`config.mk`:
```
export PLATFORM = sky130hd
export DESIGN_NAME = sr_latch_ctrl
export DESIGN_NICKNAME = d
export VERILOG_FILES = /design/src/rtl/sr_latch_ctrl.sv
export SDC_FILE = /design/constraint.sdc
export NUM_CORES = 1
export LEC_CHECK = 0
export ABC_AREA = 1
export ABC_CLOCK_PERIOD_IN_PS = 1400
export CORE_UTILIZATION = 53
export DETAILED_ROUTE_END_ITERATION = 16
export PLACE_DENSITY = 0.76
export SLEW_MARGIN = 10
export SYNTH_ARGS = -nofsm -noshare
export SYNTH_HDL_FRONTEND = slang
export SYNTH_SLANG_ARGS = --single-unit
```
`constraint.sdc`:
```
create_clock -name CLOCK_50 -period 1.4 [get_ports CLOCK_50]
set_input_delay 0.14 -clock CLOCK_50 [delete_from_list [all_inputs] [get_ports CLOCK_50]]
set_output_delay 0.14 -clock CLOCK_50 [all_outputs]
set_load 0.005 [all_outputs]
```
`src/rtl/sr_latch_ctrl.sv`:
```
// sr_latch_ctrl: round-robin two-requester pulse controller for a shared SR latch.
// Optional per-bit request debounce is compiled in with `define SRCTL_DEBOUNCE_EN.
module sr_latch_ctrl #(
  parameter int PULSE_CYCLES    = 4,
  parameter int HOLDOFF_CYCLES  = 3,
  parameter int DEBOUNCE_CYCLES = 8
) (
  input  logic       CLOCK_50,
  input  logic       RST_N,
  input  logic [1:0] req_set,
  input  logic [1:0] req_clr,
  input  logic       q_in,
  output logic       Sn,
  output logic       Rn,
  output logic [1:0] grant,
  output logic       busy,
  output logic       err
);
  typedef enum logic [1:0] {IDLE, PULSE, HOLDOFF} state_t;
  localparam logic [7:0] P_LD = 8'(PULSE_CYCLES - 1);
  localparam logic [7:0] H_LD = 8'(HOLDOFF_CYCLES - 1);

  if (PULSE_CYCLES < 1 || PULSE_CYCLES > 255 || HOLDOFF_CYCLES < 2 || HOLDOFF_CYCLES > 255 ||
      DEBOUNCE_CYCLES < 1 || DEBOUNCE_CYCLES > 65535) begin : g_bad_param
    $error("sr_latch_ctrl: parameter out of legal range");
  end

  state_t     state_q, state_d;
  logic [7:0] cnt_q, cnt_d;
  logic [3:0] s1_q, s2_q, req_v;
  logic [1:0] grant_q, grant_d, pend, set_v, clr_v;
  logic       op_q, op_d, prio_q, prio_d, sn_q, sn_d, rn_q, rn_d;
  logic       busy_q, busy_d, err_q, err_d, win, accept;

  // bit layout {clr[1:0], set[1:0]}
  always_ff @(posedge CLOCK_50 or negedge RST_N)
    if (!RST_N) begin
      s1_q <= '0;
      s2_q <= '0;
    end else begin
      s1_q <= {req_clr, req_set};
      s2_q <= s1_q;
    end

`ifdef SRCTL_DEBOUNCE_EN
  localparam logic [15:0] DB_MAX = 16'(DEBOUNCE_CYCLES - 1);
  logic [3:0]  deb_q;
  logic [15:0] db_q [4];
  always_ff @(posedge CLOCK_50 or negedge RST_N)
    if (!RST_N) begin
      deb_q <= '0;
      for (int i = 0; i < 4; i++) db_q[i] <= '0;
    end else begin
      for (int i = 0; i < 4; i++)
        if (s2_q[i] == deb_q[i]) db_q[i] <= '0;
        else if (db_q[i] == DB_MAX) begin
          deb_q[i] <= s2_q[i];
          db_q[i]  <= '0;
        end else db_q[i] <= db_q[i] + 16'd1;
    end
  assign req_v = deb_q;
`else
  assign req_v = s2_q;
`endif

  assign set_v  = req_v[1:0];
  assign clr_v  = req_v[3:2];
  assign pend   = set_v | clr_v;
  assign win    = (&pend) ? prio_q : pend[1];
  assign accept = (state_q == IDLE) && (|pend);

  always_ff @(posedge CLOCK_50 or negedge RST_N)
    if (!RST_N) begin
      state_q <= IDLE;
      cnt_q   <= '0;
      op_q    <= 1'b0;
      prio_q  <= 1'b0;
      grant_q <= '0;
      busy_q  <= 1'b0;
      sn_q    <= 1'b1;
      rn_q    <= 1'b1;
      err_q   <= 1'b0;
    end else begin
      state_q <= state_d;
      cnt_q   <= cnt_d;
      op_q    <= op_d;
      prio_q  <= prio_d;
      grant_q <= grant_d;
      busy_q  <= busy_d;
      sn_q    <= sn_d;
      rn_q    <= rn_d;
      err_q   <= err_d;
    end

  always_comb begin
    state_d = state_q;
    cnt_d   = (cnt_q != 8'd0) ? cnt_q - 8'd1 : cnt_q;
    if (accept) begin
      state_d = PULSE;
      cnt_d   = P_LD;
    end else if (state_q == PULSE && cnt_q == 8'd0) begin
      state_d = HOLDOFF;
      cnt_d   = H_LD;
    end else if (state_q == HOLDOFF && cnt_q == 8'd0) state_d = IDLE;
  end

  // op_q is 1 for a set; a simultaneous set and clear resolves to set
  always_comb begin
    op_d    = accept ? set_v[win] : op_q;
    prio_d  = accept ? ~win : prio_q;
    grant_d = accept ? (win ? 2'b10 : 2'b01) : 2'b00;
    busy_d  = state_d != IDLE;
    sn_d    = !(state_d == PULSE && op_d);
    rn_d    = !(state_d == PULSE && !op_d);
    err_d   = err_q | (state_q == HOLDOFF && cnt_q == 8'd0 && q_in != op_q);
  end

  assign Sn    = sn_q;
  assign Rn    = rn_q;
  assign grant = grant_q;
  assign busy  = busy_q;
  assign err   = err_q;
endmodule
```
==> impl_metrics.tcl <==
set metrics [dict create \
    htree_num_levels 1 \
    ant_nets 0 \
    p_sw_mw 0.980 \
    clock_path_buffers 2 \
    arrival_ns 1.20 \
    n_antenna_cell 0 \
    end_kind "output port" \
    placed_cells 151 \
    swShare_pct 36.7 \
    internal-power_mw 1.69 \
    crit_chain "clkdlybuf4s50_1" \
    gp_congestion 0.775 \
    grt_pass1_wl_microns 2900 \
    setup_viol 0 \
    drv_cap 0 \
    avgSynthCellArea_sq_um 9.90 \
    layoutNonFillerInstCount 156 \
    postPlaceCellArea_sq_um 1260 \
    relSlewSlack_pct 79.3 \
    final_area_sq_um 1320 \
    path_buf_inv 1 \
    maxSlewViolCount 0 \
    synth_top_area_share_pct 54.7 \
    fmax_mhz 749 \
    grt-ovfl-total 0 \
    fin_ws_ns 0.0640 \
    run_status "finished clean" \
    min_path_type "primary input to asynchronous set/reset pin" \
    async_flop_share_pct 100 \
    cts_tree "done" \
    grt_start_max_net_pins 27 \
    ir_drop_v 0.00102 \
    power_mw 2.67 \
    start_util_pct 56.0 \
    synth_cell_types 23 \
    synth_most_common_cell "dfrtp_1" \
    yosysSeqAreaShare_pct 59.5 \
    cts-buffers-inserted 3 \
    die_w_microns 47.5 \
    cp.required_ns 1.26 \
    grt_antenna_before_repair 0 \
    finalClockSkew_ns 0.00438 \
    crit_path_max_incr_delay_ns 0.50 \
    fin_crit_sh_pct 95.4 \
    power.leakage_nw 0.665 \
    yosys_warnings 0 \
    synthTopCellsByCount "dfrtp_1, nand2_1, nor2_1" \
    grt_use_total_pct 19.1 \
    comb_power_share_pct 38.0 \
    synthTopCellsByArea "dfrtp_1, nand2_1, nor2_1, dfstp_2, inv_1" \
    seq_power_share_pct 43.0 \
    fillCellCount 165 \
    fp.coreArea_sq_um 1960 \
    power-per-cell-area_nw_per_um2 2020 \
    rows 16 \
    nNetsFinal 139 \
    dp_slack_ns 0.0709 \
    insertion_delay_ns 0.32 \
    syn_nets 120 \
    multi_input_area_sq_um 393 \
    vias 787 \
    post-route-min-period_ns 1.34 \
    postLayoutCoreUtil_pct 67.2 \
    pin_count 13 \
    grt_pass1_vias 736 \
    drive_gt1_share_pct 17.1 \
    cts-root-buf "clkbuf_4" \
    cts.sinks 26 \
    path_clk_slew_ns 0.14 \
    dieHeight_microns 47.5 \
    synth_area_sq_um 1100 \
    die_area_sq_um 2260 \
    synth_cells 111 \
    portBuffers 12 \
    critPathSlowestCell "clkdlybuf4s50_1" \
    drt-wirelength-per-cell_microns 11.8 \
    crit_type "register to output port" \
    drt_first_iter_violations 8 \
    critPathLaunchType "register" \
    synthFlopType "dfrtp_1" \
    clockPowerShare_pct 19.0 \
    seqCellArea_sq_um 653 \
    area_growth_pct 19.9 \
    via_per_inst 5.04 \
    drc 0 \
    yosysTopAreaCell "dfrtp_1" \
    crit_fanout 2 \
    ys_ff_latch 26 \
    synth_edf_count 0 \
    wl_microns 1840 \
    final-hold-violation-count 0 \
    dp_hpwl_microns 1360 \
    worst_pin_slew_ns 0.310 \
    cpLargestDelayFamily "buffers and inverters" \
    firstDrtPassIters 4 \
]
power groups by stage:
stage	clock network (mW)	registers, mW	logic, mW
2_1_floorplan	0	1.13	0.744
3_3_place_gp	0	1.15	0.982
3_5_place_dp	0	1.16	1.01
4_1_cts	0.522	1.15	1.00
5_1_grt	0.542	1.17	1.15
6_report	0.508	1.15	1.01
layout by cell type, fill, tap and decap left out, drive strengths merged:
cell and count:
a21oi 6, a31o 1, buf 2, bufinv 1, clkbuf 3, clkdlybuf4s50 10
dfrtp 24, dfstp 2, dlygate4sd2 2, ha 2, inv 14, nand2 24
nand3 5, nand4 2, nor2 22, nor3 1, nor3b 1, o21ai 4
xnor2 1, xor2 2
logic make-up (layout without fill, tap and decap cells):
family / after synthesis / after routing / share of synthesized area [%]
simple gates: 55 / 55 / 25.4
flops: 26 / 26 / 59.5
buf+inv: 14 / 32 / 4.78
compound gates: 11 / 11 / 5.69
xor+xnor: 3 / 3 / 2.39
fa+ha+maj: 2 / 2 / 2.28
path summary, 6_finish.rpt:
| check | cells past startpoint | startpoint | to | slack [ns] |
|---|---|---|---|---|
| worst max-delay path | 1 | err | err | 0.06 |
| worst min-delay path | 2 | RST_N | busy | 0.16 |
| worst max register to register | 8 | cnt_q[1] | cnt_q[2] | 0.11 |
| worst min register to register | 0 | s1_q[3] | req_v[3] | 0.37 |
| max in group asynchronous | 2 | RST_N | Sn | 0.96 |
| min in group CLOCK_50 | 1 | req_clr[1] | s1_q[3] | 0.24 |
flip-flops by register name, indices dropped and copies added (netlist names):
register and cells:
req_v 4, op_q 1, s1_q 4, grant 2
err 1, busy 1, prio_q 1, state_q 2
cnt_q 8, Rn 1, Sn 1
cell type report:
cell class                      instances  area share [%]
Clock buffer                            3            1.71
Clock inverter                          1            2.28
Inverter                               14            3.99
Multi-Input combinational cell         71            29.8
Sequential cell                        26            49.6
Tap cell                               27            2.56
Timing Repair Buffer                   14            10.1
what timing repair did:
item                       in CTS  in global routing
pin swaps                       0                  1
resized for setup               2                  1
setup buffers                   0                  1
setup endpoints to repair       2                  5
hold buffers                    0                  0
metal layers:
metal  part of all wire [%]  track usage [%]  up-vias
met2                     51             33.4       22
met3                    3.1             3.02        4
met1                     43             21.0      375
li1                       -                -      386
met5                      0                0        -
met4                    2.3             13.7        0
metrics by stage:
step | setup TNS (ns) | hold slack (ns)
final | 0 | 0.158
after floorplan | 0 | -0.156
after detailed placement | 0 | 0.342
after CTS | 0 | 0.164
after global routing | -0.0143 | 0.194
after global placement | 0 | 0.332
Power figures use the tool's default switching activity.
